File: src/rtl/ffsr_spike_ctrl.sv
// Level sequencer for a bank of ffsr_spike encoders: steps each channel one level per
// cycle toward its commanded target and keeps a shadow copy of every channel's level.
module ffsr_spike_ctrl #(
    parameter int INPUT_SIZE = 16,
    parameter int NUM_CH     = 4,
    parameter int RST_CYCLES = 2,
    parameter int LVL_W      = $clog2(INPUT_SIZE + 1),
    parameter int CH_W       = (NUM_CH > 1) ? $clog2(NUM_CH) : 1
) (
    input  logic                      clk,
    input  logic                      rst,
    input  logic                      cmd_valid,
    output logic                      cmd_ready,
    input  logic [1:0]                cmd_op,
    input  logic [CH_W-1:0]           cmd_ch,
    input  logic [LVL_W-1:0]          cmd_level,
    output logic [NUM_CH-1:0]         ffsr_rst,
    output logic [0:INPUT_SIZE-1]     ffsr_init,
    output logic [NUM_CH-1:0]         ffsr_inc,
    output logic [NUM_CH-1:0]         ffsr_dec,
    output logic [NUM_CH*LVL_W-1:0]   level,
    output logic [NUM_CH-1:0]         settled
);

    localparam int CNT_W = (RST_CYCLES > 1) ? $clog2(RST_CYCLES) : 1;
    localparam logic [CNT_W-1:0] CNT_LAST = CNT_W'(RST_CYCLES - 1);
    localparam logic [LVL_W-1:0] LVL_MAX  = LVL_W'(INPUT_SIZE);

    localparam logic [1:0] OP_SET    = 2'b00;
    localparam logic [1:0] OP_RELOAD = 2'b01;
    localparam logic [1:0] OP_CLEAR  = 2'b10;

    typedef enum logic [1:0] {
        S_INIT   = 2'd0,
        S_RUN    = 2'd1,
        S_RELOAD = 2'd2
    } state_t;

    function automatic logic [LVL_W-1:0] clamp_lvl(input logic [LVL_W-1:0] l);
        return (l > LVL_MAX) ? LVL_MAX : l;
    endfunction

    // L ones packed at the LSB end, i.e. numeric value (1<<L)-1.
    function automatic logic [INPUT_SIZE-1:0] therm(input logic [LVL_W-1:0] l);
        logic [INPUT_SIZE-1:0] t;
        for (int i = 0; i < INPUT_SIZE; i++) begin
            t[i] = (LVL_W'(i) < l);
        end
        return t;
    endfunction

    state_t                r_state, w_state_nxt;
    logic [CNT_W-1:0]      r_cnt, w_cnt_nxt;
    logic [LVL_W-1:0]      r_level  [NUM_CH];
    logic [LVL_W-1:0]      w_level_nxt  [NUM_CH];
    logic [LVL_W-1:0]      r_target [NUM_CH];
    logic [LVL_W-1:0]      w_target_nxt [NUM_CH];
    logic [NUM_CH-1:0]     r_rst, w_rst_nxt;
    logic [NUM_CH-1:0]     r_inc, w_inc_nxt;
    logic [NUM_CH-1:0]     r_dec, w_dec_nxt;
    logic [INPUT_SIZE-1:0] r_init, w_init_nxt;
    logic [CH_W-1:0]       r_rl_ch, w_rl_ch_nxt;
    logic [LVL_W-1:0]      r_rl_lvl, w_rl_lvl_nxt;

    logic                  w_accept;
    logic                  w_ch_ok;
    logic [LVL_W-1:0]      w_cmd_lvl;
    logic [NUM_CH-1:0]     w_hold;

    always_comb begin
        w_state_nxt  = r_state;
        w_cnt_nxt    = r_cnt;
        w_rst_nxt    = '0;
        w_init_nxt   = r_init;
        w_rl_ch_nxt  = r_rl_ch;
        w_rl_lvl_nxt = r_rl_lvl;
        w_level_nxt  = r_level;
        w_target_nxt = r_target;
        w_inc_nxt    = '0;
        w_dec_nxt    = '0;
        w_hold       = '0;
        w_accept     = cmd_valid && (r_state == S_RUN);
        w_ch_ok      = ({1'b0, cmd_ch} < (CH_W + 1)'(NUM_CH));
        w_cmd_lvl    = clamp_lvl(cmd_level);

        // A channel being reloaded is frozen from the accepting edge until exit.
        if (r_state == S_RELOAD) begin
            w_hold[r_rl_ch] = 1'b1;
        end
        if (w_accept && (cmd_op == OP_RELOAD) && w_ch_ok) begin
            w_hold[cmd_ch] = 1'b1;
        end

        if (r_state != S_INIT) begin
            for (int c = 0; c < NUM_CH; c++) begin
                if (!w_hold[c]) begin
                    if (r_level[c] < r_target[c]) begin
                        w_inc_nxt[c]   = 1'b1;
                        w_level_nxt[c] = r_level[c] + LVL_W'(1);
                    end else if (r_level[c] > r_target[c]) begin
                        w_dec_nxt[c]   = 1'b1;
                        w_level_nxt[c] = r_level[c] - LVL_W'(1);
                    end
                end
            end
        end

        unique case (r_state)
            S_INIT: begin
                w_rst_nxt = '1;
                if (r_cnt == CNT_LAST) begin
                    w_state_nxt = S_RUN;
                    w_rst_nxt   = '0;
                    w_cnt_nxt   = '0;
                end else begin
                    w_cnt_nxt = r_cnt + CNT_W'(1);
                end
            end
            S_RUN: begin
                if (w_accept) begin
                    case (cmd_op)
                        OP_SET: begin
                            if (w_ch_ok) begin
                                w_target_nxt[cmd_ch] = w_cmd_lvl;
                            end
                        end
                        OP_CLEAR: begin
                            for (int c = 0; c < NUM_CH; c++) begin
                                w_target_nxt[c] = '0;
                            end
                        end
                        OP_RELOAD: begin
                            if (w_ch_ok) begin
                                w_state_nxt       = S_RELOAD;
                                w_cnt_nxt         = '0;
                                w_rst_nxt[cmd_ch] = 1'b1;
                                w_init_nxt        = therm(w_cmd_lvl);
                                w_rl_ch_nxt       = cmd_ch;
                                w_rl_lvl_nxt      = w_cmd_lvl;
                            end
                        end
                        default: ;
                    endcase
                end
            end
            S_RELOAD: begin
                if (r_cnt == CNT_LAST) begin
                    w_state_nxt           = S_RUN;
                    w_cnt_nxt             = '0;
                    w_level_nxt[r_rl_ch]  = r_rl_lvl;
                    w_target_nxt[r_rl_ch] = r_rl_lvl;
                end else begin
                    w_rst_nxt[r_rl_ch] = 1'b1;
                    w_cnt_nxt          = r_cnt + CNT_W'(1);
                end
            end
            default: begin
                w_state_nxt = S_INIT;
            end
        endcase
    end

    always_ff @(posedge clk) begin
        if (rst) begin
            r_state <= S_INIT;
            r_cnt   <= '0;
            r_rst   <= '1;
            r_init  <= '0;
            r_inc   <= '0;
            r_dec   <= '0;
            for (int c = 0; c < NUM_CH; c++) begin
                r_level[c]  <= '0;
                r_target[c] <= '0;
            end
        end else begin
            r_state  <= w_state_nxt;
            r_cnt    <= w_cnt_nxt;
            r_rst    <= w_rst_nxt;
            r_init   <= w_init_nxt;
            r_inc    <= w_inc_nxt;
            r_dec    <= w_dec_nxt;
            r_level  <= w_level_nxt;
            r_target <= w_target_nxt;
        end
    end

    always_ff @(posedge clk) begin
        r_rl_ch  <= w_rl_ch_nxt;
        r_rl_lvl <= w_rl_lvl_nxt;
    end

    assign cmd_ready = (r_state == S_RUN);
    assign ffsr_rst  = r_rst;
    assign ffsr_init = r_init;
    assign ffsr_inc  = r_inc;
    assign ffsr_dec  = r_dec;

    always_comb begin
        level   = '0;
        settled = '0;
        for (int c = 0; c < NUM_CH; c++) begin
            level[c*LVL_W +: LVL_W] = r_level[c];
            settled[c] = (r_level[c] == r_target[c]) && !r_inc[c] && !r_dec[c];
        end
    end

endmodule

File: config.mk
export PLATFORM = sky130hd
export DESIGN_NAME = ffsr_spike_ctrl
export DESIGN_NICKNAME = d
export VERILOG_FILES = /design/src/rtl/ffsr_spike_ctrl.sv
export SDC_FILE = /design/constraint.sdc
export NUM_CORES = 1
export LEC_CHECK = 0
export ABC_AREA = 0
export CAP_MARGIN = 0
export CORE_UTILIZATION = 45
export DETAILED_ROUTE_END_ITERATION = 7
export PLACE_DENSITY = 0.68
export RECOVER_POWER = 100
export SLEW_MARGIN = 10
export SYNTH_ARGS = -nofsm -noshare
export SYNTH_HDL_FRONTEND = slang
export SYNTH_SLANG_ARGS = --single-unit
File: constraint.sdc
create_clock -name clk -period 4 [get_ports clk]
set_input_delay 0.8 -clock clk [delete_from_list [all_inputs] [get_ports clk]]
set_output_delay 0.8 -clock clk [all_outputs]
set_load 0.02 [all_outputs]
==> summary.md <==
| Metric | Value |
|---|---|
| Largest family of logic cells by synthesized area | compound AO/OA/AOI/OAI gates |
| CP startpoint | cmd_op[1] |
| Die footprint | between 10000 and 15000 µm² |
| Asr flop ratio synth | 0% |
| Die Y | slightly above 100 µm |
| Syn Area/Cell | a little under 9 µm² |
| CTS tree | built |
| Status | completed |
| Post-CTS Setup Repair Bufs | 0 |
| Share of layout cells above drive strength 1 | under 10% |
| Synthesized Nets | 566 |
| Simple logic cell fraction of the synthesized area | between 20% and 30% |
| Mapped Cells | between 500 and 600 |
| DP Wirelength | between 8000 and 9000 µm |
| Ports | 65 |
| Number of synthesized flops with an enable pin | 7 |
| Synth Flop Type | dfxtp_1 |
| Worst Setup Start Kind | input port |
| Max Fclk | around 300 MHz |
| Detail Route Antenna Nets | 0 |
| Critical path's top delay family | compound AO/OA/AOI/OAI gates |
| Critical Path Fanout Max | 9 |
| Final Hold Violating Endpoints | 0 |
| Critical path's largest stage delay | roughly 1.2 ns |
| Max-Cap Viols | 0 |
| Worst r2r path cells | 5 |
| Setup TNS | 0 ns |
| CP Cell Sequence | dlygate4sd3_1 -> nand3b_1 -> o311ai_1 -> o21ba_1 -> mux2i_1 -> a211oi_1 |
| Initial core utilization | 46.5% |
| Synth Register Bits | between 70 and 80 |
| Wire length per cell | about 16 µm |
| P_leak | about 2.1 nW |
| Setup violators final | 0 |
| Worst clock skew | between 0.006 and 0.007 ns |
| Adder-cell share of the synthesized area | around 7.7% |
| DRT Wirelength | 11400 µm |
| Compound-Gate Fraction of Synth Area | 25.2% |
| Vias in the first global route | slightly below 4000 |
| VDD IR max | ~210 µV |
| Post-layout net count | slightly above 600 |
| H-tree depth | 3 |
| Arrival @ worst endpoint | 3.59 ns |
| Power Dens Cells | 502 nW/µm² |
| Min-Delay Path Class | flip-flop to flip-flop |
| WP data required | about 4.3 ns |
| Vias | 4117 |
| Via density | 5.81 |
| Mux cell area share after synthesis | 2.20% |
| Worst R2R End | r_target[19] |
| Worst slew pin tran | between 1 and 1.5 ns |
| CP Depth | 6 |
| Clock root cell | clkbuf_8 |
| GRT Overall Usage | 23.0% |
| Post-CTS Hold Buffers | 0 |
| Largest net degree at the start of global routing | between 40 and 50 |
| Post-CTS resize count | 0 |
| RePlAce Congestion | about 0.86 |
| CORE AREA | around 10000 µm² |
| Antenna violations before repair | 0 |
| Worst path slowest cell | o311ai_1 |
| R2R Setup Slk | roughly 1.4 ns |
| Power, Total | 2.71 mW |
| Filler instances | 916 |
| Post-layout min period | 3.32 ns |
| Max_slew headroom | a little under an eighth |
| RSZ-0062 raised after global routing | false |
| Iter 0 DRT Violations | 203 |
| CTS max path bufs | 2 |
| Setup crit end kind | flip-flop |
| CTS buffer count | 9 |
| Worst R2R Start | r_state[1] |
| Synth cell types | ~60 |
| Mapped Area | between 4000 and 5000 µm² |
| Post-Synth XOR/XNOR Area | 1.54% |
| Clock-pin transition on the worst setup and hold timing paths | 0.08 ns |
| Clock tree sinks | 78 |
| # diodes | 0 |
| Clock Latency Late Sink | 0.36 ns |
| Port Buffers | between 60 and 70 |
| Critical path buffers and inverters | 1 |
| First-pass GRT wire length | around 19000 µm |
| Setup crit end | level[1] |
| Drt drc | 0 |
| Register area share after synthesis | between 30% and 40% |
| DIE WIDTH | between 100 and 150 µm |
| Crit path kind | input port to flip-flop |
| YS warnings | 0 |
| Fraction of the cycle the final worst path needs | 83.0% |
| Slew Limit Fails | 0 |
| Pre-antenna DRT Iters | 5 |
| GRT overflow | 0 |
| Row count | 36 |
| P&R area growth vs syn | 18.6% |
==> through the flow <==
step           instances  worst slack [ns]  util [%]  instance area (µm²)  hold slack [ns]
3_3_place_gp         692             0.892      53.5                 5230            0.467
2_1_floorplan        526              1.69         -                 4550            0.468
5_1_grt              708             0.440      55.2                 5390            0.519
6_report             708             0.679      55.2                 5390            0.482
3_5_place_dp         692             0.799      53.5                 5230            0.468
4_1_cts              708             0.925      55.6                 5430            0.482
==> cells in the final DEF (no fill, tap or decap), drive strengths merged, types with 5 or more instances in the layout <==
cell type      instances
nor2                  86
dfxtp                 71
dlygate4sd3           57
a211oi                32
inv                   30
ha                    28
nor3                  26
nand2                 20
a311oi                19
a21oi                 15
o21ai                 14
a22oi                 14
mux2i                 10
clkbuf                10
or3                    9
a2111oi                7
a21o                   7
nand3                  7
edfxtp                 7
or2                    7
nand4                  6
nand2b                 6
o21ba                  6
clkdlybuf4s50          6
o311ai                 6
nor2b                  5
xnor2                  5
and3                   5
nor3b                  5
==> synthesized netlist by cell type, types with 3 or more instances <==
master      n  share of area, %
a2111oi_0   7               1.3
a211oi_1   32               5.3
a21o_1      7               1.2
a21oi_1    15               1.7
a22oi_1    14               2.3
a311oi_1   18               3.5
and3_1      5              0.69
and4_1      4              0.77
buf_1       5              0.41
buf_2       6              0.66
clkbuf_1   21               1.7
dfxtp_1    71                31
edfxtp_1    7               4.6
ha_1       28               7.7
inv_1      27               2.2
mux2i_1    10               2.2
nand2_1    20               1.7
nand2b_1    6              0.83
nand3_1     7              0.77
nand4_1     6              0.83
nand4b_1    3              0.58
nor2_1     86               7.1
nor2b_1     5              0.69
nor3_1     26               2.9
nor3b_1     5              0.83
o211a_1     4              0.88
o21ai_0    13               1.4
o21ba_2     6               1.3
o21bai_1    4              0.66
o221ai_2    4               1.3
o311ai_4    3               1.7
or2_2       5              0.69
or3_1       9               1.2
xnor2_1     5              0.96
xor2_1      3              0.58
==> report_power, final <==
part / switching (mW) / leakage (nW) / internal, mW
Combinational: 0.658 / 1.36 / 0.493
Sequential: 0.0875 / 0.639 / 0.858
Clock: 0.319 / 0.0983 / 0.296
Total: 1.06 / 2.10 / 1.65
==> per-layer routing <==
layer | vias up | wire [µm] | global-route usage [%] | part of all wire [%]
li1 | 2040 | - | - | -
met1 | 1940 | 5420 | 30.9 | 48
met2 | 120 | 5110 | 36.8 | 45
met3 | 17 | 622 | 5.08 | 5.5
met4 | 0 | 203 | 7.03 | 1.8
met5 | - | 0 | 0 | 0
==> registers in the layout, indices dropped and copies added (netlist names) <==
signal     cells
r_state        2
r_cnt          1
r_rl_ch        2
ffsr_inc       4
ffsr_dec       4
r_target      20
ffsr_rst       4
ffsr_init     16
level         20
r_rl_lvl       5
==> kinds of logic after synthesis <==
| kind of cell | Yosys count |
|---|---|
| mux | 10 |
| buf+inv | 62 |
| simple gates | 199 |
| xor+xnor | 8 |
| fa+ha+maj | 28 |
| flops | 78 |
| compound gates | 141 |
==> worst min-delay path by stage <==
stage | end | slack (ns) | depth (start not counted) | start
4_1_cts | ffsr_init[0] | 0.48 | 2 | ffsr_init[0]
6_report | ffsr_init[0] | 0.48 | 2 | ffsr_init[0]
5_1_grt | r_target[6] | 0.52 | 2 | r_target[6]
3_3_place_gp | ffsr_init[0] | 0.47 | 2 | ffsr_init[0]
3_5_place_dp | ffsr_init[0] | 0.47 | 2 | ffsr_init[0]
2_1_floorplan | r_target[11] | 0.47 | 2 | r_target[11]
==> worst register-to-register path: cells and delay by family (launching register included) <==
family / cells / cell delay, ns
AND/OR/NAND/NOR: 2 / 0.52
AO/OA/AOI/OAI: 3 / 1.35
flip-flops: 1 / 0.70
==> cell type report <==
class	count	area (µm²)	area share [%]
repair buffers	67	654	12.1
multi-input cells	386	2630	48.8
flip-flops and latches	78	1630	30.2
clock buffers	9	124	2.30
well taps	133	166	3.09
inverters	28	105	1.95
clock inverters	7	80.1	1.48
Note: power is estimated with default switching activity, not from simulation.
